File: src/rtl/adder_tree.sv
// Fully pipelined binary adder tree: NUM_ADDEND unsigned addends reduced to one
// SUM_LENGTH-bit total, one new vector per clock, stage_cnt+1 cycles of latency.
`timescale 1ns/1ps

module adder_tree #(
    parameter int ADD_LENGTH = 16,
    parameter int SUM_LENGTH = 32,
    parameter int NUM_ADDEND = 45
) (
    input  logic                               clk,
    input  logic                               rst,
    input  logic [ADD_LENGTH*NUM_ADDEND-1:0]   addends,
    output logic [SUM_LENGTH-1:0]              sum
);

    localparam int stage_cnt  = $clog2(NUM_ADDEND);
    localparam int mod_addend = 32'sd1 << stage_cnt;
    localparam int reg_length = (mod_addend << 1) - 32'sd1;

    // Leaves 0..mod_addend-1, then each level toward the root; node n >= mod_addend
    // has children 2*(n-mod_addend) and 2*(n-mod_addend)+1 (heap layout on the leaf count).
    logic [SUM_LENGTH-1:0]            reg_pipeline [0:reg_length-1];
    logic [ADD_LENGTH*mod_addend-1:0] padded_s;

    // Zero padding supplies the constant-0 leaves beyond NUM_ADDEND.
    assign padded_s = (ADD_LENGTH*mod_addend)'(addends);

    // Leaf capture and every adder level advance together on each edge.
    always_ff @(posedge clk or posedge rst) begin
        if (rst) begin
            for (int i = 32'sd0; i < reg_length; i++) begin
                reg_pipeline[i] <= '0;
            end
        end else begin
            for (int k = 32'sd0; k < mod_addend; k++) begin
                reg_pipeline[k] <= SUM_LENGTH'(padded_s[k*ADD_LENGTH +: ADD_LENGTH]);
            end
            for (int n = mod_addend; n < reg_length; n++) begin
                reg_pipeline[n] <= reg_pipeline[(n - mod_addend) << 1]
                                 + reg_pipeline[((n - mod_addend) << 1) + 32'sd1];
            end
        end
    end

    // Output is the root register itself.
    assign sum = reg_pipeline[reg_length-1];

endmodule

File: config.mk
export PLATFORM = sky130hd
export DESIGN_NAME = adder_tree
export DESIGN_NICKNAME = d
export VERILOG_FILES = /design/src/rtl/adder_tree.sv
export SDC_FILE = /design/constraint.sdc
export NUM_CORES = 2
export LEC_CHECK = 0
export CORE_ASPECT_RATIO = 2
export CORE_MARGIN = 8
export CORE_UTILIZATION = 45
export DETAILED_ROUTE_END_ITERATION = 10
export PLACE_DENSITY = 0.74
export SKIP_LAST_GASP = 1
export SLEW_MARGIN = 20
export SYNTH_ARGS = -nofsm -noshare
export SYNTH_HDL_FRONTEND = slang
export SYNTH_SLANG_ARGS = --single-unit
export TNS_END_PERCENT = 30
File: constraint.sdc
create_clock -name clk -period 57.4 [get_ports clk]
set_input_delay 8.61 -clock clk [delete_from_list [all_inputs] [get_ports clk]]
set_output_delay 8.61 -clock clk [all_outputs]
set_load 0.03 [all_outputs]
==> results.yml <==
route:
  wl_per_cell_um: 19.6
  initialDrtViolationCount: 2441
  ant_nets: 0
  firstDrtPassIters: 5
  drcViolationCount: 0
  wl_mm: 184
  vias: 50300
  vias_per_cell: 5.37
timing:
  worst_slew_pin_slew_ns: 1.10
  setup_violations: 0
  hold_viol: 0
  setup-tns-final_ns: 0
  finalCritPeriodShare_pct: 22.8
  relSlewSlack_pct: 25.2
  hold_slack_ns: 0.342
  fin_crit_ns: 13.11
  drv_slew: 0
  rsz0062_at_grt: "no"
  max_freq_mhz: 76.3
  finClkSkew_ns: 0.0355
floorplanning:
  initial_core_util_pct: 45.2
  die_h_um: 586
  boundaryPins: 754
  die_area_um2: 177000
  die_w_um: 301
  rows: 209
  coreArea_um2: 162000
global_routing:
  grt_max_degree: 170
  gr-total-overflow: 0
  grt_pass1_wl_mm: 287
  grt_pass1_vias: 53900
  antenna_found_initial: 6
  grt_usage_pct: 20.5
worst_setup_path:
  critical_path_arrival_ns: 13.90
  cp_max_fo: 99
  slowest_delay_ns: 0.84
  path_common_cell: "buf_4"
  crit_type: "in2async"
  crit_required_ns: 58.19
  cp-start-kind: "primary input"
  slowest_stage: "buf_4"
  crit_path_end_kind: "asynchronous set/reset pin"
  cp_cell_sequence: "clkdlybuf4s50_1 > inv_8 > buf_4 > buf_4 > buf_4 > buf_4 > buf_4"
synth:
  ys_seq_area_share_pct: 53.4
  ys_ff_latch: 1561
  async_reset_ff_share_pct: 100
  synth_area_um2: 73200
  synth_edf_count: 0
  yosysWarnings: 0
  syn-mean-instance-area_um2: 11.6
  synth_ff_type: "dfrtp_1"
  syn_inst: 6290
  synth.distinct_cells: 82
placement:
  io_buffers: 743
  place.gp.congestion: 0.914
  place_hpwl_mm: 145
clocking:
  cts.path.max_buffers: 4
  cts.clk_slew.worst_paths_ns: 0.06
  cts-resized-gates: 0
  clk_latency_ns: 0.79
  htree_num_levels: 4
  ctsHoldBuffers: 0
  post_cts_buffers: 0
  cts.sinks: 1561
  numCtsBuffers: 150
  cts_tree: "done"
  root_buffer: "clkbuf_16"
worst_hold_path:
  hp-class: "reg2reg"
power:
  pwr_density_cell_nw_per_um2: 49.2
  leakagePower_nw: 39.6
  peakVddDrop_uv: 32.8
flow_run:
  drv_cap: 0
outcome:
  status: "completed"
finish:
  area_growth_syn_to_layout_pct: 20.1
  final_layout_size_suffix_gt1_share_pct: 4.31
  nNetsFinal: 8646
[placed cells by master (no fill, tap or decap), drive strengths merged, types with 30 or more instances in the layout]
cell type      instances
a2111oi               34
a211oi                89
a21o                 221
a21oi                507
a31oi                 49
and3                  49
clkbuf               202
clkdlybuf4s50        743
clkinv                31
dfrtp               1561
fa                    44
ha                   742
inv                  252
nand2                251
nand2b               117
nand3                 93
nand4                 39
nor2                 444
nor2b                113
nor3                 144
o211ai                32
o21a                 112
o21ai                297
o21bai                70
o311ai                40
o31ai                 47
or2                   30
xnor2                378
xor2                 138
[critical path, delay by kind of cell]
kind	cells	cell delay (ns)
buf+inv	7	5.05
[kinds of logic after synthesis]
| family | synth area share [%] |
|---|---|
| muxes | 0.373 |
| buffers and inverters | 1.80 |
| AOI/OAI and AO/OA | 15.1 |
| DFF | 53.4 |
| and+or+nand+nor | 9.25 |
| adders and majority gates | 13.9 |
| xor gates and xnor gates | 6.18 |
| other | 0.00512 |
[per-layer routing]
metal	up-vias	GRT usage, %	share of wire (%)
met4	0	10.5	5.7
li1	24200	-	-
met5	-	0	0
met3	405	3.13	4.0
met1	24400	21.8	37
met2	1287	38.8	53
[registers in the layout, indices dropped and copies added, names as in the netlist]
| name | cells |
|---|---|
| sum | 22 |
| reg_pipeline | 1539 |
[synthesized netlist by cell type (all sizes together) (14+ instances only)]
| master | number | area, um^2 |
|---|---|---|
| nand2 | 251 | 942 |
| a2111o | 16 | 180 |
| or3 | 18 | 113 |
| or2 | 30 | 188 |
| o21ai | 297 | 1490 |
| fa | 44 | 881 |
| a21boi | 19 | 143 |
| a211oi | 89 | 668 |
| nor2 | 444 | 1670 |
| a31oi | 49 | 322 |
| ha | 742 | 9280 |
| a31o | 14 | 123 |
| dfrtp | 1561 | 39100 |
| inv | 244 | 916 |
| clkbuf | 40 | 150 |
| o21bai | 70 | 526 |
| nor3 | 144 | 721 |
| buf | 35 | 253 |
| nor2b | 113 | 707 |
| a2111oi | 34 | 304 |
| and3 | 49 | 307 |
| a21oi | 507 | 2540 |
| nand3b | 24 | 180 |
| xnor2 | 378 | 3310 |
| nand3 | 93 | 465 |
| o21a | 112 | 841 |
| o211ai | 32 | 240 |
| mux2i | 25 | 250 |
| nand2b | 117 | 732 |
| nand4 | 39 | 244 |
| o31ai | 47 | 353 |
| o311ai | 40 | 350 |
| a21o | 221 | 1660 |
| xor2 | 138 | 1210 |
| a41oi | 17 | 149 |
| a311oi | 19 | 179 |
| a211o | 19 | 166 |
[report_power, final]
part | total (mW) | switching [mW] | internal (mW)
registers | 1.48 | 0.121 | 1.36
logic | 1.87 | 1.08 | 0.786
clock network | 0.975 | 0.419 | 0.556
[cell type report]
cell class | count | area (um^2)
multi-input combinational | 4419 | 32800
clock buffer | 202 | 4260
timing repair buffer | 762 | 7620
sequential | 1561 | 39100
fill | 13600 | 73900
clock inverter | 56 | 576
inverter | 244 | 923
antenna | 2 | 5.00
tap | 2110 | 2640
[final timing paths]
| check | from | end | slack [ns] | depth (start not counted) |
|---|---|---|---|---|
| max | rst | reg_pipeline[1515] | 44.29 | 7 |
| min | reg_pipeline[1295] | reg_pipeline[623] | 0.34 | 0 |
| max reg2reg | reg_pipeline[1472] | reg_pipeline[720] | 54.05 | 10 |
| min reg2reg | reg_pipeline[1295] | reg_pipeline[623] | 0.34 | 0 |
| max in group clk | sum[5] | sum[5] | 46.96 | 1 |
| min in group asynchronous | rst | reg_pipeline[3912] | 8.36 | 2 |
[stage by stage]
| stage | worst slack, ns | area (um^2) | power, mW | instances | util [%] |
|---|---|---|---|---|---|
| after floorplan | 4.75 | 73200 | 2.81 | 6299 | - |
| after global placement | 43.37 | 83100 | 3.31 | 9096 | 51.3 |
| after detailed placement | 43.25 | 83100 | 3.35 | 9096 | 51.3 |
| after CTS | 44.11 | 87900 | 4.36 | 9354 | 54.3 |
| after global routing | 43.41 | 87900 | 4.62 | 9355 | 54.3 |
| final | 44.29 | 87900 | 4.32 | 9356 | 54.3 |
Power figures use the tool's default switching activity.
